[src/rtl/pc_gen_v2.sv]
// ---------------------------------------------------------------------------
// pc_gen_v2 -- fetch-address generator for the 5-stage MIPS pipeline.
//
// Owns the F-stage PC register. It arbitrates the redirect sources in this
// priority order: exception entry, eret return, D-stage branch/jump. When
// fetch is stalled it buffers one redirect. Alongside the PC it registers an
// instruction-fetch address-error flag (AdEL) that describes that same PC.
//
// Ports:
//   clk        in   rising-edge clock
//   reset      in   synchronous, active-low reset
//   en         in   1 = F stage may advance, 0 = stall
//   exc_req    in   exception/interrupt taken; flush to HANDLER_PC
//   eret       in   eret resolved in D; return to epc
//   epc        in   return address from CP0
//   br_valid   in   D-stage branch/jump taken
//   br_target  in   branch/jump target
//   pc         out  current fetch address
//   pc_valid   out  1 = real fetch, 0 = bubble (treat IM result as nop)
//   exc_adel   out  pc misaligned or outside [IM_BEGIN, IM_END]; only
//                   meaningful when pc_valid = 1
//   pend_busy  out  a redirect is buffered and waiting for en
// ---------------------------------------------------------------------------
module pc_gen_v2 #(
    parameter int unsigned           WIDTH      = 32,
    parameter logic [WIDTH-1:0]      RESET_PC   = 32'h0000_3000,
    parameter logic [WIDTH-1:0]      HANDLER_PC = 32'h0000_4180,
    parameter logic [WIDTH-1:0]      IM_BEGIN   = 32'h0000_3000,
    parameter logic [WIDTH-1:0]      IM_END     = 32'h0000_6ffc,
    parameter int unsigned           STEP       = 4
) (
    input  logic             clk,
    input  logic             reset,
    input  logic             en,
    input  logic             exc_req,
    input  logic             eret,
    input  logic [WIDTH-1:0] epc,
    input  logic             br_valid,
    input  logic [WIDTH-1:0] br_target,
    output logic [WIDTH-1:0] pc,
    output logic             pc_valid,
    output logic             exc_adel,
    output logic             pend_busy
);

    localparam logic [WIDTH-1:0] STEP_W = WIDTH'(STEP);

    typedef enum logic [1:0] {
        BOOT = 2'd0,
        RUN  = 2'd1,
        PEND = 2'd2
    } state_t;

    state_t           state_q, state_d;
    logic [WIDTH-1:0] pc_q, pc_d;
    logic             valid_q, valid_d;
    logic             adel_q, adel_d;
    logic [WIDTH-1:0] pend_pc_q, pend_pc_d;
    // Records whether the buffered redirect came from an eret. In that case
    // applying it from PEND must also produce the squash bubble.
    logic             pend_eret_q, pend_eret_d;
    logic [WIDTH-1:0] redir_pc;

    // -----------------------------------------------------------------------
    // State / PC register
    // -----------------------------------------------------------------------
    always_ff @(posedge clk) begin
        if (!reset) begin
            state_q     <= BOOT;
            pc_q        <= RESET_PC;
            valid_q     <= 1'b0;
            adel_q      <= 1'b0;
            pend_pc_q   <= '0;
            pend_eret_q <= 1'b0;
        end else begin
            state_q     <= state_d;
            pc_q        <= pc_d;
            valid_q     <= valid_d;
            adel_q      <= adel_d;
            pend_pc_q   <= pend_pc_d;
            pend_eret_q <= pend_eret_d;
        end
    end

    // -----------------------------------------------------------------------
    // Next-PC arbitration
    // -----------------------------------------------------------------------
    always_comb begin
        state_d     = state_q;
        pc_d        = pc_q;
        valid_d     = 1'b1;
        pend_pc_d   = pend_pc_q;
        pend_eret_d = pend_eret_q;
        redir_pc    = eret ? epc : br_target;   // eret beats branch

        if (exc_req) begin
            // Exception entry ignores the stall and drops any buffered redirect.
            pc_d        = HANDLER_PC;
            state_d     = RUN;
            pend_eret_d = 1'b0;
        end else begin
            case (state_q)
                BOOT: begin
                    // The single bubble after reset: pc stays at RESET_PC.
                    state_d = RUN;
                end
                RUN, PEND: begin
                    if (eret || br_valid) begin
                        if (en) begin
                            pc_d    = redir_pc;
                            state_d = RUN;
                            valid_d = !eret;
                        end else begin
                            // Latest redirect overwrites any earlier buffered one.
                            pend_pc_d   = redir_pc;
                            pend_eret_d = eret;
                            state_d     = PEND;
                        end
                    end else if (en) begin
                        if (state_q == PEND) begin
                            pc_d    = pend_pc_q;
                            state_d = RUN;
                            valid_d = !pend_eret_q;
                        end else begin
                            pc_d = pc_q + STEP_W;   // wraps modulo 2^WIDTH
                        end
                    end
                end
                default: begin
                    state_d = RUN;
                end
            endcase
        end

        // AdEL describes the PC being registered. A bubble never reports it.
        adel_d = valid_d && ((pc_d[1:0] != 2'b00) ||
                             (pc_d < IM_BEGIN) ||
                             (pc_d > IM_END));
    end

    assign pc        = pc_q;
    assign pc_valid  = valid_q;
    assign exc_adel  = adel_q;
    assign pend_busy = (state_q == PEND);

endmodule
[config.mk]
export PLATFORM = sky130hd
export DESIGN_NAME = pc_gen_v2
export DESIGN_NICKNAME = d
export VERILOG_FILES = /design/src/rtl/pc_gen_v2.sv
export SDC_FILE = /design/constraint.sdc
export NUM_CORES = 1
export LEC_CHECK = 0
export BUFFER_PORTS_ARGS = -buffer_cell sky130_fd_sc_hd__buf_4
export CAP_MARGIN = 25
export CORE_ASPECT_RATIO = 2
export CORE_MARGIN = 2
export CORE_UTILIZATION = 55
export DETAILED_ROUTE_END_ITERATION = 12
export GPL_ROUTABILITY_DRIVEN = 1
export GPL_TIMING_DRIVEN = 0
export PLACE_DENSITY = 0.81
export SETUP_SLACK_MARGIN = 0.02
export SLEW_MARGIN = 20
export SYNTH_ARGS = -nofsm -noshare
export SYNTH_HDL_FRONTEND = slang
export SYNTH_SLANG_ARGS = --single-unit
[constraint.sdc]
create_clock -name clk -period 3.1 [get_ports clk]
set_clock_uncertainty 0.05 [all_clocks]
set_input_delay 0.62 -clock clk [delete_from_list [all_inputs] [get_ports clk]]
set_output_delay 0.62 -clock clk [all_outputs]
set_load 0.005 [all_outputs]
==> run summary, run 1 <==
CTS
- worst-skew pair later-pin latency: 0.34 ns
- CTS root buffer: clkbuf_16
- clk sink count: 69
- CTS tree: yes
- number of clock buffers inserted by TritonCTS: 9
- CTS H-Tree Depth: 3
- buffers from clock root to sink, at most: 2
- Clk pin slew, worst setup/hold paths: 0.06 ns

Routing
- iteration-0 DRC count of the detailed router: 646
- number of remaining DRC errors: 0
- DR vias/cell: 6.79
- total number of vias: 5,421
- WL final: 18.6 mm
- drt first pass iters: 6
- remaining antenna violation count after routing: 0
- wire length per cell: 23.3 µm

Placed design
- quantity of I/O buffers inserted on ports: 104
- detailed placement HPWL: 14.1 mm
- post-place setup slack: -0.238 ns
- weighted congestion reported at the end of routability-driven placement: 0.962
- total placed instance area: 5340 µm²

Timing
- fraction of the cycle the final worst path needs: 0.966
- final hold viol count: 0
- number of setup violations in the final report: 0
- final critical delay including setup and external delays: 3.00 ns
- relative slew slack: 0.515
- maximum operating frequency: 334 MHz
- Tightest Pin Transition: 0.718 ns
- setup repair after global routing missed its margin: false
- setup total negative slack: 0 ns
- Max Slew Vio Count: 0
- min setup slack post-route: 0.105 ns
- Hold WS: 0.449 ns

Global route
- largest net degree at the start of global routing: 12
- initial antenna violation count: 0
- GR Util All Layers: 0.431
- global-route wire length before repair: 27.9 mm
- number of global-route vias before repair: 5,330
- total congestion overflow after global routing: 0

Logic synthesis
- Synth Flop Type: dfxtp_1
- sequential element share of the synthesized area: 0.311
- number of nets produced by synthesis: 654
- post-synthesis compound-gate area fraction: 0.259
- xor and xnor fraction of the mapped netlist area: 0.0217
- post-synthesis simple-gate area fraction: 0.273
- average cell area after synthesis: 7.63 µm²
- number of synthesized flops with an enable pin: 0
- flip-flop and latch count after synthesis: 69
- cell count after synthesis: 582
- Yosys cell types: 65
- mux cell area share after synthesis: 0.0814
- Post-synth ARST share: 0
- Synthesis Warnings: 0
- largest family of logic cells by synthesized area: simple AND/OR/NAND/NOR gates
- synthesized-area fraction occupied by adder cells: 0.00563
- Netlist Area Pre-Place: 4440 µm²

Floorplan
- initial core utilization: 0.563
- I/O pin cnt: 105
- overall die area: 8860 µm²
- width of the chip: 67.6 µm
- CORE AREA: 7890 µm²
- placement row count: 46
- die outline height: 131 µm

Critical path
- endpoint type of the worst setup path: flip-flop
- worst path required time: 3.31 ns
- critical path launch point type: flip-flop
- data arrival time of the critical path: 3.20 ns
- CP Max Fanout: 10
- worst setup path class: reg -> reg

Power
- worst ir drop on vdd: 0.332 mV
- reported leakage power: 2.27 nW
- Pwr per Cell Area: 460 nW/µm²
- Power, Total: 2.64 mW

Final layout
- antenna diode count: 0
- fraction of layout instances using a drive strength above 1: 0.217
- number of filler instances in the final layout: 682
- final design instance area without fill: 5730 µm²
- Post-layout nets: 769
- Area Growth Syn to Fin: 29.0%

Flow run
- max_cap viols: 0

Hold path
- Worst Hold Class: reg -> reg

Outcome
- outcome: completed

-- cells by family (layout without fill, tap and decap cells) --
family,after synthesis,in the layout
buf+inv,54,174
simple gates,241,241
compound gates,169,169
mux,36,36
xor+xnor,11,11
flops,69,69
fa+ha+maj,2,2
-- power breakdown --
part	switching, mW	internal [mW]
logic	0.300	0.215
registers	0.0500	0.932
clock network	0.396	0.746
total	0.746	1.89
-- metal layers --
metal	routed length, µm	share of wire	up-vias	track usage
met3	1310	0.070	119	0.0848
met1	6000	0.32	2534	0.441
met5	0	0	-	0
li1	-	-	2388	-
met2	9300	0.50	380	0.703
met4	1980	0.11	0	0.380
-- sequential cells by signal (all words and copies together), names as in the netlist --
name	cells
exc_adel	1
pc_valid	1
pend_eret_q	1
state_q	2
pend_pc_q	32
pc	32
-- cells in the mapped netlist (all sizes together), types with 3 or more instances --
cell     count  share of area
nand3       18          0.020
nand3b       7          0.012
xor2         3         0.0059
buf         16          0.016
nand4        8          0.015
nand2b       4         0.0056
a21oi       40          0.045
nor4        11          0.018
o31ai        3         0.0051
o21ai       27          0.030
a221oi       4         0.0079
nand2       62          0.052
o21a         4         0.0068
a31oi        4         0.0056
nor2        71          0.060
xnor2        8          0.016
and3         6         0.0084
dfxtp       69           0.31
a22oi        4         0.0068
mux2i       35          0.079
o211ai       9          0.016
and2        11          0.015
nor3b        5         0.0096
or3          4         0.0056
inv         10         0.0084
o311ai       4         0.0079
o221ai       4         0.0079
a221o        4         0.0090
a2bb2oi      3         0.0059
o22ai        4         0.0056
clkinv       3         0.0025
nor3        14          0.017
nor2b        9          0.013
clkbuf      25          0.021
a211oi      34          0.057
a311oi       4         0.0079
-- path summary, 6_finish.rpt --
path | from | end | slack (ns) | cells past startpoint
setup / recovery | state_q[0]$_SDFFE_PN0P_ | exc_adel$_SDFF_PN0_ | 0.10 | 11
hold / removal | state_q[0]$_SDFFE_PN0P_ | state_q[0]$_SDFFE_PN0P_ | 0.45 | 2
setup reg to reg | state_q[0]$_SDFFE_PN0P_ | exc_adel$_SDFF_PN0_ | 0.10 | 11
hold reg to reg | state_q[0]$_SDFFE_PN0P_ | state_q[0]$_SDFFE_PN0P_ | 0.45 | 2
-- critical path, stage by stage, from the launching register on --
cell      delay [ns]
dfxtp_1         0.34
inv_1           0.05
ha_1            0.28
clkbuf_2        0.25
clkbuf_1        0.31
a21oi_1         0.24
a21oi_1         0.06
o21ai_0         0.47
o21ai_0         0.19
a211oi_1        0.34
nor4_1          0.11
a41oi_1         0.22
-- stage by stage --
stage / utilization / instances
3_5_place_dp: 0.678 / 782
4_1_cts: 0.721 / 798
3_3_place_gp: 0.678 / 782
5_1_grt: 0.727 / 798
2_1_floorplan: - / 582
6_report: 0.727 / 798
-- what timing repair did --
action / CTS / global route
gates cloned: 0 / 0
hold buffers: 0 / 0
pin swaps: 0 / 1
endpoints found under the setup margin: 7 / 5
setup buffers: 0 / 1
gates resized for setup: 6 / 18
-- placed cells by master, fill, tap and decap left out, types with 18 or more instances in the layout --
master	synthesis	routed
buf_4	0	105
nor2_1	71	71
dfxtp_1	69	67
nand2_1	62	62
a21oi_1	40	40
mux2i_1	35	35
a211oi_1	34	34
o21ai_0	27	26
clkbuf_1	25	18
nand3_1	18	18
-- area by class of cell --
cell class / count / area [µm²] / share of cell area
Buffer: 40 / 170 / 0.0297
Clock buffer: 12 / 256 / 0.0448
Clock inverter: 4 / 70.1 / 0.0122
Inverter: 13 / 48.8 / 0.00851
Multi-Input combinational cell: 459 / 2890 / 0.505
Sequential cell: 69 / 1380 / 0.241
Tap cell: 96 / 120 / 0.0210
Timing Repair Buffer: 105 / 788 / 0.138
Power figures use the tool's default switching activity.
==> run 2: changes to the inputs <==
--- a/config.mk
+++ b/config.mk
@@ -13,7 +13,9 @@
 export DETAILED_ROUTE_END_ITERATION = 12
 export GPL_ROUTABILITY_DRIVEN = 1
 export GPL_TIMING_DRIVEN = 0
+export HOLD_SLACK_MARGIN = 0.08
 export PLACE_DENSITY = 0.81
+export REMOVE_ABC_BUFFERS = 1
 export SETUP_SLACK_MARGIN = 0.02
 export SLEW_MARGIN = 20
 export SYNTH_ARGS = -nofsm -noshare
==> run summary, run 2 (same netlist as run 1, synthesis figures left out) <==
Outcome
- outcome: completed

Floorplan
- width of the chip: 67.6 µm, unchanged
- CORE AREA: 7890 µm², unchanged
- overall die area: 8860 µm², unchanged
- die outline height: 131 µm, unchanged
- initial core utilization: 0.563, unchanged
- placement row count: 46, unchanged
- I/O pin cnt: 105, unchanged

Critical path
- data arrival time of the critical path: 3.11 ns, -0.09 ns
- crit-path most repeated cell: nor4_1
- critical path launch point type: flip-flop
- CP Max Fanout: 7, -3
- crit-path max cell delay: 0.52 ns, +0.05 ns
- worst path required time: 3.25 ns, -0.06 ns
- Critical path buffers and inverters: 1, -2
- endpoint type of the worst setup path: flip-flop
- slowest stage cell, crit path: dfxtp_1
- delay-heaviest family, CP: simple AND/OR/NAND/NOR gates
- worst setup path class: reg -> reg
- cells along the critical path: ha_1, nand4_1, buf_4, or4_4, o211ai_2, nand3_1, nor4_1, nand3b_1, nor4_1, a41oi_1

Routing
- wire length per cell: 20.2 µm, -13%
- DR vias/cell: 6.48, -4.6%
- drt first pass iters: 5, -1
- number of remaining DRC errors: 0, unchanged
- total number of vias: 4,960, -8.5%
- remaining antenna violation count after routing: 0, unchanged
- iteration-0 DRC count of the detailed router: 523, -19%
- WL final: 15.4 mm, -17%

Hold path
- Worst Hold Class: reg -> reg

Global route
- largest net degree at the start of global routing: 67, +55
- number of global-route vias before repair: 4,720, -11%
- global-route wire length before repair: 23.4 mm, -16%
- GR Util All Layers: 0.346, -0.0856
- total congestion overflow after global routing: 0, unchanged
- initial antenna violation count: 0, unchanged

Final layout
- final design instance area without fill: 5660 µm², -1.3%
- area occupied by registers: 1380 µm², -0.18%
- Post-layout nets: 737, -4.2%
- final core area utilization: 0.718, -0.00920
- antenna diode count: 0, unchanged
- most common library cell in the layout ignoring fill and taps: buf_4
- Area Growth Syn to Fin: 27.4%
- non-filler instance count after layout: 765, -4.1%
- area of combinational cells with multiple inputs: 2930 µm², +1.1%
- fraction of layout instances using a drive strength above 1: 0.217, +0.000217
- commonest cells after routing, fill and taps aside: 108 x buf_4, 71 x nor2_1, 69 x dfxtp_1, 62 x nand2_1, 40 x a21oi_1
- number of filler instances in the final layout: 656, -3.8%

CTS
- CTS root buffer: clkbuf_16
- clk sink count: 69, unchanged
- Clk pin slew, worst setup/hold paths: 0.05 ns, about the same
- CTS tree: yes
- worst-skew pair later-pin latency: 0.34 ns, about the same
- number of clock buffers inserted by TritonCTS: 9, unchanged
- CTS H-Tree Depth: 3, unchanged
- buffers from clock root to sink, at most: 2, unchanged

Placed design
- weighted congestion reported at the end of routability-driven placement: 0.855, -11%
- quantity of I/O buffers inserted on ports: 104, unchanged
- total placed instance area: 5250 µm², -1.7%
- detailed placement HPWL: 10.2 mm, -28%
- Placed Instances: 744, -4.9%

Timing
- Tightest Pin Transition: 0.729 ns, +0.0116 ns
- number of setup violations in the final report: 0, unchanged
- setup repair after global routing missed its margin: false
- final critical delay including setup and external delays: 2.96 ns, -0.0306 ns
- setup total negative slack: 0 ns, unchanged
- final hold viol count: 0, unchanged
- maximum operating frequency: 337 MHz, +1.0%
- Max Slew Vio Count: 0, unchanged
- fraction of the cycle the final worst path needs: 0.956, -0.00987
- relative slew slack: 0.512, -0.00383

Power
- reported leakage power: 2.24 nW, -1.5%
- worst ir drop on vdd: 0.284 mV, -15%
- Pwr per Cell Area: 437 nW/µm², -5.0%

Flow run
- max_cap viols: 0, unchanged

-- run 2: report_power, final --
group          switching (mW)  leakage, nW  total, mW  internal (mW)
logic                   0.262         1.53      0.474          0.212
registers              0.0471        0.563      0.979          0.932
clock network           0.375        0.148       1.02          0.647
-- run 2: repair_timing --
item,4_1_cts,5_1_grt
endpoints found under the setup margin,1,1
setup buffers,0,5
cloned,0,1
pin swaps,0,1
hold buffers,0,0
resized for setup,5,6
-- run 2: worst paths after layout --
check / from / to / slack [ns] / depth (start not counted)
setup / recovery: pc[2]$_SDFF_PN0_ / exc_adel$_SDFF_PN0_ / 0.14 / 10
hold / removal: pend_pc_q[11]$_SDFFE_PN0P_ / pend_pc_q[11]$_SDFFE_PN0P_ / 0.45 / 2
setup reg to reg: pc[2]$_SDFF_PN0_ / exc_adel$_SDFF_PN0_ / 0.14 / 10
hold reg to reg: pend_pc_q[11]$_SDFFE_PN0P_ / pend_pc_q[11]$_SDFFE_PN0P_ / 0.45 / 2
-- run 2: stage by stage --
stage          setup WS, ns  power [mW]  hold slack [ns]
2_1_floorplan        0.0471        1.22            0.408
3_3_place_gp          -1.26        1.43            0.421
3_5_place_dp         -0.827        1.45            0.433
4_1_cts              0.0442        2.45            0.447
5_1_grt             0.00639        2.55            0.464
6_report              0.136        2.47            0.445
-- run 2: metal layers --
layer  vias up  GRT usage  wire (µm)  part of all wire
li1       2331          -          -                 -
met1      2338      0.409       5660              0.37
met2       236      0.593       8090              0.52
met3        55     0.0462       1060             0.069
met4         0      0.158        624             0.040
met5         -          0          0                 0
-- run 2: area by class of cell --
| class | count | share of cell area |
|---|---|---|
| Multi-Input combinational cell | 460 | 0.517 |
| Sequential cell | 69 | 0.244 |
| Timing Repair Buffer | 112 | 0.156 |
| Clock buffer | 15 | 0.0526 |
| Tap cell | 96 | 0.0212 |
| Inverter | 13 | 0.00929 |
-- run 2: worst min-delay path, stage by stage, from the launching register on --
cell      delay [ns]
dfxtp_1         0.30
nor2_1          0.09
a311oi_1        0.05
